<file path="src/rtl/instr_sequencer.sv">
// Program sequencer for the 4-bit core.
// Holds a small store of {opcode, operand} words and fetches them in order.
// It drives instr/portin and keeps the operand stable while the core's
// ALU, memory or transfer operation completes. Execution stops on a HALT word.
//
// state   | meaning
// --------+-----------------------------------------------------------
// S_IDLE  | not running; store writable, waiting for start
// S_FETCH | read store[pc] into the opcode/operand registers
// S_ISSUE | opcode on instr for exactly one cycle, wait counter loaded
// S_WAIT  | instr back to NOP, portin held until the core settles
// S_DONE  | HALT reached; done high, pc on the HALT word, store writable
module instr_sequencer #(
    parameter int DEPTH     = 16,
    parameter int ALU_WAIT  = 2,
    parameter int MEM_WAIT  = 2,
    parameter int XFER_WAIT = 1
) (
    input  logic                     clk,
    input  logic                     rst,
    input  logic                     load_en,
    input  logic [$clog2(DEPTH)-1:0] load_addr,
    input  logic [7:0]               load_data,
    input  logic                     start,
    input  logic                     abort,
    output logic [3:0]               instr,
    output logic [3:0]               portin,
    output logic [$clog2(DEPTH)-1:0] pc,
    output logic                     busy,
    output logic                     done
);

    localparam int         PW     = $clog2(DEPTH);
    localparam int         CNT_W  = 8;
    localparam logic [3:0] OP_NOP = 4'b1001;   // doubles as the HALT opcode in the store

    typedef enum logic [2:0] {
        S_IDLE,
        S_FETCH,
        S_ISSUE,
        S_WAIT,
        S_DONE
    } state_t;

    state_t           state;
    logic [7:0]       store [DEPTH];
    logic [3:0]       op_reg;
    logic [CNT_W-1:0] cnt;
    logic [7:0]       fetch_word;
    logic [CNT_W-1:0] issue_wait;
    logic             running;

    // Wait cycles owed after an opcode. Opcodes the core ignores, and
    // 0110/0111, need no settling time.
    function automatic logic [CNT_W-1:0] wait_for(input logic [3:0] op);
        logic [CNT_W-1:0] w;
        w = '0;
        if (op[3:2] == 2'b00)
            w = CNT_W'(ALU_WAIT);
        else if (op == 4'b0100 || op == 4'b0101)
            w = CNT_W'(MEM_WAIT);
        else if (op == 4'b1000)
            w = CNT_W'(XFER_WAIT);
        return w;
    endfunction

    // Store read port and the wait count for the opcode being issued.
    always_comb begin
        fetch_word = store[pc];
        issue_wait = wait_for(op_reg);
        running    = (state == S_FETCH) || (state == S_ISSUE) || (state == S_WAIT);
    end

    // Sequencer FSM, store and all registered outputs.
    // Abort is checked ahead of the state case so that it overrides every transition.
    always_ff @(posedge clk) begin
        if (rst) begin
            state  <= S_IDLE;
            pc     <= '0;
            instr  <= OP_NOP;
            portin <= '0;
            busy   <= 1'b0;
            done   <= 1'b0;
            op_reg <= OP_NOP;
            cnt    <= '0;
            for (int i = 0; i < DEPTH; i++)
                store[i] <= 8'h90;
        end else if (abort && running) begin
            state <= S_IDLE;
            instr <= OP_NOP;
            busy  <= 1'b0;
        end else begin
            case (state)
                S_IDLE, S_DONE: begin
                    // A load and a start in the same cycle let the FETCH see the new word.
                    if (load_en)
                        store[load_addr] <= load_data;
                    if (start) begin
                        pc    <= '0;
                        done  <= 1'b0;
                        busy  <= 1'b1;
                        state <= S_FETCH;
                    end
                end
                S_FETCH: begin
                    op_reg <= fetch_word[7:4];
                    if (fetch_word[7:4] == OP_NOP) begin
                        done  <= 1'b1;
                        busy  <= 1'b0;
                        state <= S_DONE;
                    end else begin
                        instr  <= fetch_word[7:4];
                        portin <= fetch_word[3:0];
                        state  <= S_ISSUE;
                    end
                end
                S_ISSUE: begin
                    instr <= OP_NOP;
                    if (issue_wait == '0) begin
                        pc    <= pc + PW'(1);
                        state <= S_FETCH;
                    end else begin
                        cnt   <= issue_wait;
                        state <= S_WAIT;
                    end
                end
                S_WAIT: begin
                    if (cnt <= CNT_W'(1)) begin
                        pc    <= pc + PW'(1);
                        state <= S_FETCH;
                    end else begin
                        cnt <= cnt - CNT_W'(1);
                    end
                end
                default: begin
                    state <= S_IDLE;
                    instr <= OP_NOP;
                    busy  <= 1'b0;
                end
            endcase
        end
    end

endmodule

</file>
<file path="config.mk">
export PLATFORM = sky130hd
export DESIGN_NAME = instr_sequencer
export DESIGN_NICKNAME = d
export VERILOG_FILES = /design/src/rtl/instr_sequencer.sv
export SDC_FILE = /design/constraint.sdc
export NUM_CORES = 1
export LEC_CHECK = 0
export ABC_AREA = 1
export BUFFER_PORTS_ARGS = -buffer_cell sky130_fd_sc_hd__buf_2
export CORE_MARGIN = 1.5
export CORE_UTILIZATION = 42
export DETAILED_ROUTE_END_ITERATION = 6
export PLACE_DENSITY = 0.63
export SLEW_MARGIN = 20
export SYNTH_ARGS = -nofsm -noshare
export SYNTH_HDL_FRONTEND = slang
export SYNTH_SLANG_ARGS = --single-unit
</file>
<file path="constraint.sdc">
create_clock -name clk -period 3.4 [get_ports clk]
set_clock_uncertainty 0.2 [all_clocks]
set_input_delay 0.68 -clock clk [delete_from_list [all_inputs] [get_ports clk]]
set_output_delay 0.68 -clock clk [all_outputs]
set_load 0.02 [all_outputs]
</file>
* Yosys cells after proc, flatten, opt, wreduce, memory -nomap -nowiden
Memories as Yosys holds them, arrays and structs flattened. A register that Yosys moved wholly into a read port is not among the register bits.
Index checks and enable logic that the tools add are counted.
** Word-level totals
- Flip-flop bits (word level) :: 29
- Memory bits (writable) :: 128
- Input bits :: 17
- Output and inout port bits :: 14
- Word-level logic and storage cells :: 89
- Memories :: 1
** Memories
- store :: words 16, width 8, read ports 1, clocked after Yosys merged registers in 1, wr ports 16, line 46 : logic [7:0] store [DEPTH];
** Cells by class
- $add $sub $neg :: 2
- Order comparisons :: 1
- Equality and inequality tests :: 15
- Mux-type cells :: 35
- Bitwise operators :: 4
- Reduce and logical (&&, ||, !) cells :: 23
** Operators by type and width (count)
- $mux W4 :: 7
- $mux W8 :: 3
- $pmux W8 S2 :: 1
- $mux W1 :: 13
- $pmux W3 S4 :: 1
- $pmux W4 S3 :: 1
- $mux W3 :: 3
- $eq A4 B3 Y1 const B :: 2
- $eq A4 B4 Y1 const B :: 2
- $le A8 B1 Y1 const B :: 1
- $logic_not A8 Y1 :: 1
- $ne A2 B2 Y1 const B :: 4
- $pmux W4 S2 :: 1
- $reduce_and A4 Y1 :: 2
- $reduce_or A8 Y1 :: 1
- $sub A8 B1 Y8 const B :: 1
- $eq A3 B2 Y1 const B :: 2
- $mux W2 :: 3
- $ne A2 B1 Y1 const B :: 3
- $reduce_and A2 Y1 :: 3
- $reduce_and A3 Y1 :: 2
- $reduce_or A2 Y1 :: 3
- $reduce_and A5 Y1 :: 1
- $add A4 B1 Y4 const B :: 1
- other kinds (12) :: 18

* Logic depth before layout (Yosys ltp)
Gate-level depths: netlist (run 1).
- Depth after elaboration :: 9
- Gate-level depth with buffers :: 14
- Gate-level depth less buffers :: 14

* Worst setup path before layout (run 1)
OpenSTA, ideal clock, no wires.
- Path kind :: input -> register
- From :: input port rst
- To :: memory store[4][0] (enable)
- Setup time :: 329 ps
- Arrival time :: 1776 ps
- Required time :: 2871 ps
- Setup slack :: 1095 ps
- Stages :: 8
- Path buffers :: 1
- Cell sequence :: clkbuf_1 > inv_1 > nand3_1 > inv_1 > nand3_1 > nor2_1 > inv_1 > nand2_1
** RTL lines
- from (decl) :: line 20 : input logic rst,
- to (decl) :: line 46

==> results.json, run 1 <==
{
  "floorplan_core_area_um2": 17800,
  "grt_first_pass_wirelength_um": 29100,
  "combPwrFrac_pct": 14.8,
  "total_cts_buffers": 17,
  "dpl_wire_length_um": 12300,
  "grt_antenna_before_repair": 0,
  "globalplace.congestion": 0.823,
  "row_count": 49,
  "hold_viol": 0,
  "final_design_area_no_fill_um2": 8620,
  "die_h_um": 138,
  "power_w": 0.00536,
  "final_core_utilization_pct": 48.3,
  "final_max_slew_viol_count": 0,
  "clkSlewWorstSetupHoldPaths_ns": 0.06,
  "area.growth.synth_to_final_pct": 13.3,
  "dr_total_vias": 5682,
  "start_util_pct": 42.6,
  "worst_setup_path_endpoint": "portin[0]",
  "worst-setup-path-type": "reg2reg",
  "post_synth_instance_area_um2": 7610,
  "swShare_pct": 26.2,
  "setup_total_negative_slack_ns": 0,
  "dieArea_um2": 18900,
  "final_nets": 909,
  "placement.cell_area_um2": 7910,
  "power_density_nw_per_um2": 621,
  "cts_htree_levels": 4,
  "drt-pass1-iter-count": 5,
  "layout.area.seq_um2": 4510,
  "drv.max_cap_violation_count": 0,
  "wl_per_cell_um": 16.4,
  "ir_drop_uv": 323,
  "overflow": 0,
  "clockRootBuffer": "sky130_fd_sc_hd__clkbuf_16",
  "layout_common_cells": "sky130_fd_sc_hd__nand2_1 (244), sky130_fd_sc_hd__nor2_1 (146), sky130_fd_sc_hd__edfxtp_1 (128)",
  "globalRouteTotalUtil_pct": 21.1,
  "internal-power_w": 0.00396,
  "cts_resized": 0,
  "timing.final.setup_violations": 0,
  "cellLeakagePower_nw": 3.63,
  "worst-endpoint-arrival_ns": 2.67,
  "finalCritPeriodShare_pct": 73.4,
  "dieWidth_um": 138,
  "clock_power_share_pct": 43.1,
  "reg2reg_to": "portin[0]",
  "cts_setup_buffers": 0,
  "post_cts_hold_buffer_count": 0,
  "ant_nets": 0,
  "wirelength_um": 18500,
  "synth_seq_cells": 161,
  "multiInputGateArea_um2": 2530,
  "tightestPinTransition_ns": 0.920,
  "pin_count": 31,
  "drive_above_1_share_pct": 10.9,
  "r2r_slack_ns": 0.90,
  "cts_tree": "done",
  "timing_limited_maximum_frequency_mhz": 400,
  "hold_class": "reg2reg",
  "largest_register_ffs": 128,
  "top_register": "store",
  "port_buffers": 30,
  "cts.sinks": 161,
  "net-switching-power_w": 0.00140,
  "finalWorstPathRequiredPeriod_ns": 2.50,
  "grt_max_degree": 66,
  "timing.max_slew.rel_slack_pct": 38.7,
  "yosysUniqueCellTypes": 37,
  "outcome": "complete, no violations",
  "grt_setup_unrepaired": "no",
  "min_delay_path_depth": 2,
  "largest_registers": "store (128), cnt (8)",
  "drt_drc_violations_left": 0,
  "critPathMaxFanout": 54,
  "worstRegToRegCells": 13,
  "insertedDiodeCount": 0,
  "most_common_library_cell_in_the_layout_ignoring_fill_and_taps": "sky130_fd_sc_hd__nand2_1",
  "clkLatencyLatePin_ns": 0.44,
  "synth_area_per_cell_um2": 8.75,
  "drt_iter0_markers": 679,
  "total_of_fill_cells_in_the_finished_design": 1676,
  "seq_power_share_pct": 42.1,
  "clk_buf_depth": 2,
  "synth_nets": 889,
  "grt_pass1_vias": 5374,
  "post_synth_inst_count": 869,
  "synth_seq_area_share_pct": 59.2,
  "timing.critical_path.required_ns": 3.57,
  "setup.worst_path.start_class": "flop",
  "drt-vias-per-instance": 5.02,
  "crit_path_end_kind": "flop",
  "yosys_warnings": 0
}
synth_stat cells:
master | instances | area share, %
sky130_fd_sc_hd__a211oi_1 | 3 | 0.30
sky130_fd_sc_hd__a21oi_1 | 35 | 2.3
sky130_fd_sc_hd__and3_1 | 1 | 0.082
sky130_fd_sc_hd__buf_1 | 3 | 0.15
sky130_fd_sc_hd__buf_2 | 13 | 0.86
sky130_fd_sc_hd__buf_4 | 2 | 0.20
sky130_fd_sc_hd__buf_6 | 3 | 0.44
sky130_fd_sc_hd__clkbuf_1 | 13 | 0.64
sky130_fd_sc_hd__dfxtp_1 | 33 | 8.7
sky130_fd_sc_hd__edfxtp_1 | 128 | 51
sky130_fd_sc_hd__ha_1 | 3 | 0.49
sky130_fd_sc_hd__inv_1 | 100 | 4.9
sky130_fd_sc_hd__inv_2 | 7 | 0.35
sky130_fd_sc_hd__nand2_1 | 244 | 12
sky130_fd_sc_hd__nand2_2 | 9 | 0.74
sky130_fd_sc_hd__nand2_4 | 1 | 0.15
sky130_fd_sc_hd__nand3_1 | 80 | 5.3
sky130_fd_sc_hd__nand3_2 | 2 | 0.26
sky130_fd_sc_hd__nand3_4 | 1 | 0.23
sky130_fd_sc_hd__nand3b_4 | 1 | 0.26
sky130_fd_sc_hd__nand4_1 | 1 | 0.082
sky130_fd_sc_hd__nor2_1 | 146 | 7.2
sky130_fd_sc_hd__nor2_2 | 5 | 0.41
sky130_fd_sc_hd__nor2_4 | 1 | 0.15
sky130_fd_sc_hd__nor3_1 | 7 | 0.46
sky130_fd_sc_hd__nor3_4 | 2 | 0.43
sky130_fd_sc_hd__nor3b_1 | 1 | 0.099
sky130_fd_sc_hd__nor3b_2 | 1 | 0.16
sky130_fd_sc_hd__o211ai_1 | 3 | 0.30
sky130_fd_sc_hd__o21a_1 | 1 | 0.099
sky130_fd_sc_hd__o21ai_0 | 5 | 0.33
sky130_fd_sc_hd__o21ai_1 | 1 | 0.066
sky130_fd_sc_hd__o21bai_1 | 1 | 0.099
sky130_fd_sc_hd__o31ai_1 | 8 | 0.79
sky130_fd_sc_hd__or2_2 | 1 | 0.082
sky130_fd_sc_hd__xnor2_1 | 2 | 0.23
sky130_fd_sc_hd__xor2_1 | 1 | 0.12
how the worst min path moves through the flow:
stage / to / startpoint / slack [ns]
after floorplan: op_reg[0] / op_reg[0] / 0.24
after global placement: done / done / 0.24
after detailed placement: done / done / 0.24
after CTS: done / done / 0.25
after global routing: instr[1] / instr[1] / 0.28
final: done / done / 0.25
final cells by class:
class / count / share of cell area (%)
timing repair buffer: 35 / 2.18
multi-input combinational: 567 / 29.3
sequential: 161 / 52.3
clock inverter: 15 / 3.34
clock buffer: 17 / 4.93
tap: 229 / 3.32
inverter: 107 / 4.66
power groups by stage:
stage | Clock [W] | Sequential, W | Combinational, W
6_report | 0.00231 | 0.00226 | 0.000793
5_1_grt | 0.00240 | 0.00227 | 0.000890
4_1_cts | 0.00232 | 0.00226 | 0.000796
3_5_place_dp | 0 | 0.00230 | 0.000791
3_3_place_gp | 0 | 0.00230 | 0.000790
2_1_floorplan | 0 | 0.00232 | 0.000568
stage by stage:
| stage | setup slack, ns | cells | hold slack, ns |
|---|---|---|---|
| 5_1_grt | 0.590 | 1131 | 0.284 |
| 4_1_cts | 0.888 | 1131 | 0.252 |
| 2_1_floorplan | 1.09 | 869 | 0.241 |
| 6_report | 0.903 | 1131 | 0.247 |
| 3_3_place_gp | 0.841 | 1099 | 0.238 |
| 3_5_place_dp | 0.820 | 1099 | 0.242 |
critical path, cell delays in order (launching register included):
cell and delay, ns:
sky130_fd_sc_hd__dfxtp_2 0.33, sky130_fd_sc_hd__inv_2 0.64, sky130_fd_sc_hd__nand2_1 0.11, sky130_fd_sc_hd__nand3_1 0.12, sky130_fd_sc_hd__nand3_1 0.12, sky130_fd_sc_hd__nand3_1 0.13
sky130_fd_sc_hd__nand2_1 0.11, sky130_fd_sc_hd__nand2_1 0.10, sky130_fd_sc_hd__inv_2 0.05, sky130_fd_sc_hd__nand2_2 0.06, sky130_fd_sc_hd__nand3_2 0.17, sky130_fd_sc_hd__nand2_1 0.11
sky130_fd_sc_hd__nand2_1 0.05, sky130_fd_sc_hd__nor2_1 0.09
logic make-up (layout without fill, tap and decap cells):
logic type,Yosys count,after routing,share of synthesized area [%]
simple gates,504,504,28.1
flops,161,161,59.2
buf+inv,141,174,7.57
compound gates,57,57,4.28
fa+ha+maj,3,3,0.493
xor+xnor,3,3,0.345
per-layer routing:
metal	part of all wire, %	track usage, %	up-vias
met5	0	0	-
met1	46	29.3	2646
li1	-	-	2827
met4	2.2	7.89	0
met3	6.0	3.83	25
met2	46	32.9	184
No activity file was read; power rests on OpenSTA's default activity.
==> run 2: changes to the inputs <==
==> constraint.sdc (replaced) <==
create_clock -name clk -period 2.3 [get_ports clk]
set_clock_uncertainty 0.2 [all_clocks]
set_input_delay 0.46 -clock clk [delete_from_list [all_inputs] [get_ports clk]]
set_output_delay 0.46 -clock clk [all_outputs]
set_load 0.02 [all_outputs]
==> run 2 against run 1 <==
  * Non-clock buffer count up 37
  * Register-to-register slack worse by 0.73 ns
  * Power rose by 37%
  * Die area is the same
==> results.json, run 2 (synthesized netlist as in run 1, its figures left out) <==
{
  "net-switching-power_w": 0.00209,
  "finalWorstPathRequiredPeriod_ns": 2.13,
  "grt_antenna_before_repair": 0,
  "drt_drc_violations_left": 0,
  "r2r_slack_ns": 0.17,
  "drive_above_1_share_pct": 14.5,
  "outcome": "complete, no violations",
  "tightestPinTransition_ns": 0.829,
  "worstRegToRegCells": 15,
  "overflow": 0,
  "setup.worst_path.start_class": "flop",
  "hold_class": "in2reg",
  "reg2reg_to": "portin[1]",
  "clockRootBuffer": "sky130_fd_sc_hd__clkbuf_16",
  "layout_common_cells": "sky130_fd_sc_hd__nand2_1 (242), sky130_fd_sc_hd__nor2_1 (146), sky130_fd_sc_hd__edfxtp_1 (128)",
  "clk_buf_depth": 2,
  "finalCritPeriodShare_pct": 92.5,
  "port_buffers": 30,
  "dieArea_um2": 18900,
  "clkLatencyLatePin_ns": 0.43,
  "clkSlewWorstSetupHoldPaths_ns": 0.06,
  "grt_pass1_vias": 5516,
  "cellLeakagePower_nw": 3.73,
  "final_cells": 1168,
  "top_register": "store",
  "critPathMaxFanout": 36,
  "final_core_utilization_pct": 49.5,
  "timing.critical_path.cells": "inv_2, buf_12, nand2_1, nand2_1, nand2_1, nand3_1, nand3_1, nand2_1, nand2_1, inv_2, nand2_2, nand3_4, nand2_1, nand2_1, nor2_1",
  "cts_htree_levels": 4,
  "drv.max_cap_violation_count": 0,
  "setup_total_negative_slack_ns": 0,
  "internal-power_w": 0.00523,
  "post_cts_hold_buffer_count": 0,
  "final_nets": 946,
  "cts_setup_buffers": 0,
  "combPwrFrac_pct": 17.3,
  "dp_worst_setup_slack_ns": 0.0415,
  "cts.sinks": 161,
  "seq_power_share_pct": 45.7,
  "insertedDiodeCount": 0,
  "cts_tree": "done",
  "wirelength_um": 18400,
  "timing.final.setup_violations": 0,
  "hold_viol": 0,
  "grt_max_degree": 66,
  "crit_slowest_cell": "sky130_fd_sc_hd__dfxtp_4",
  "met3_wl_post_dr_um": 1290,
  "most_common_library_cell_in_the_layout_ignoring_fill_and_taps": "sky130_fd_sc_hd__nand2_1",
  "swShare_pct": 28.6,
  "start_util_pct": 42.6,
  "clock_power_share_pct": 37.0,
  "met1_length_um": 7890,
  "globalplace.congestion": 0.836,
  "critical-path-top-cell-by-count": "sky130_fd_sc_hd__nand2_1",
  "timing.critical_path.required_ns": 2.43,
  "dieWidth_um": 138,
  "pin_count": 31,
  "ir_drop_uv": 547,
  "die_h_um": 138,
  "total_cts_buffers": 17,
  "globalRouteTotalUtil_pct": 20.7,
  "drt_iter0_markers": 383,
  "area.growth.synth_to_final_pct": 16.0,
  "grt_first_pass_wirelength_um": 28400,
  "met2WireLength_um": 8840,
  "largest_registers": "store (128), cnt (8)",
  "dr.max_layer_used": "met4",
  "floorplan_core_area_um2": 17800,
  "drt-vias-per-instance": 4.99,
  "timing.max_slew.rel_slack_pct": 44.2,
  "worst-endpoint-arrival_ns": 2.25,
  "wl_per_cell_um": 15.8,
  "drt-pass1-iter-count": 4,
  "final_critical_path_setup_slack_ns": 0.173,
  "dpl_wire_length_um": 12500,
  "dr_total_vias": 5827,
  "row_count": 49,
  "placed_cells": 1135,
  "final_max_slew_viol_count": 0,
  "power_density_nw_per_um2": 830,
  "critPathMaxStageDelay_ns": 0.38,
  "worst_setup_path_endpoint": "portin[1]",
  "worst-setup-path-type": "reg2reg",
  "ant_nets": 0,
  "power_w": 0.00733,
  "crit_path_end_kind": "flop",
  "timing_limited_maximum_frequency_mhz": 470,
  "largest_register_ffs": 128
}
## run 2: changes by cell type in the layout (fill, tap and decap cells not counted), moves of 3 or more
cell,delta
sky130_fd_sc_hd__buf_4,+32
sky130_fd_sc_hd__buf_12,+3
sky130_fd_sc_hd__bufinv_16,-7
sky130_fd_sc_hd__clkinvlp_4,+4
## run 2: final cells by class
class | count | area [µm²]
fillers | 1666 | 9020
flip-flops and latches | 161 | 4510
multi-input cells | 567 | 2540
repair buffers | 72 | 524
clock buffers | 21 | 460
inverters | 107 | 402
well taps | 229 | 287
clock inverters | 11 | 104
## run 2: worst min-delay path by stage
stage	startpoint	end	slack, ns	cells past startpoint
floorplan	op_reg[0]	op_reg[0]	0.24	2
global placement	done	done	0.24	2
detailed placement	instr[1]	instr[1]	0.25	2
CTS	abort	op_reg[3]	0.14	4
global route	abort	op_reg[3]	0.18	4
finish	abort	op_reg[3]	0.16	4
## run 2: per-stage QoR
| step | hold WS (ns) | instance area [µm²] |
|---|---|---|
| after detailed placement | 0.255 | 8220 |
| after floorplan | 0.241 | 7610 |
| after global placement | 0.241 | 8220 |
| after CTS | 0.139 | 8780 |
| final | 0.159 | 8820 |
| after global routing | 0.185 | 8820 |
## run 2: what timing repair did
action | 4_1_cts | 5_1_grt
endpoints found under the hold margin | 0 | 0
endpoints found under the setup margin | 0 | 19
gates resized for setup | 0 | 5
## run 2: power by group through the flow
| stage | Clock [W] | Combinational (W) | Sequential, W |
|---|---|---|---|
| 4_1_cts | 0.00275 | 0.00123 | 0.00334 |
| 6_report | 0.00271 | 0.00126 | 0.00335 |
| 5_1_grt | 0.00286 | 0.00140 | 0.00337 |
| 3_3_place_gp | 0 | 0.00121 | 0.00340 |
| 3_5_place_dp | 0 | 0.00122 | 0.00340 |
| 2_1_floorplan | 0 | 0.000840 | 0.00344 |
## run 2: worst max-delay path, delay by kind of cell, from the launching register on
kind	cells	cell delay [ns]
buffers and inverters	3	0.42
and+or+nand+nor	12	1.02
DFF	1	0.38
## run 2: per-layer routing
metal / GRT usage (%) / vias to the layer above
li1: - / 2911
met2: 33.6 / 170
met3: 4.05 / 29
met5: 0 / -
met1: 27.1 / 2717
met4: 8.42 / 0
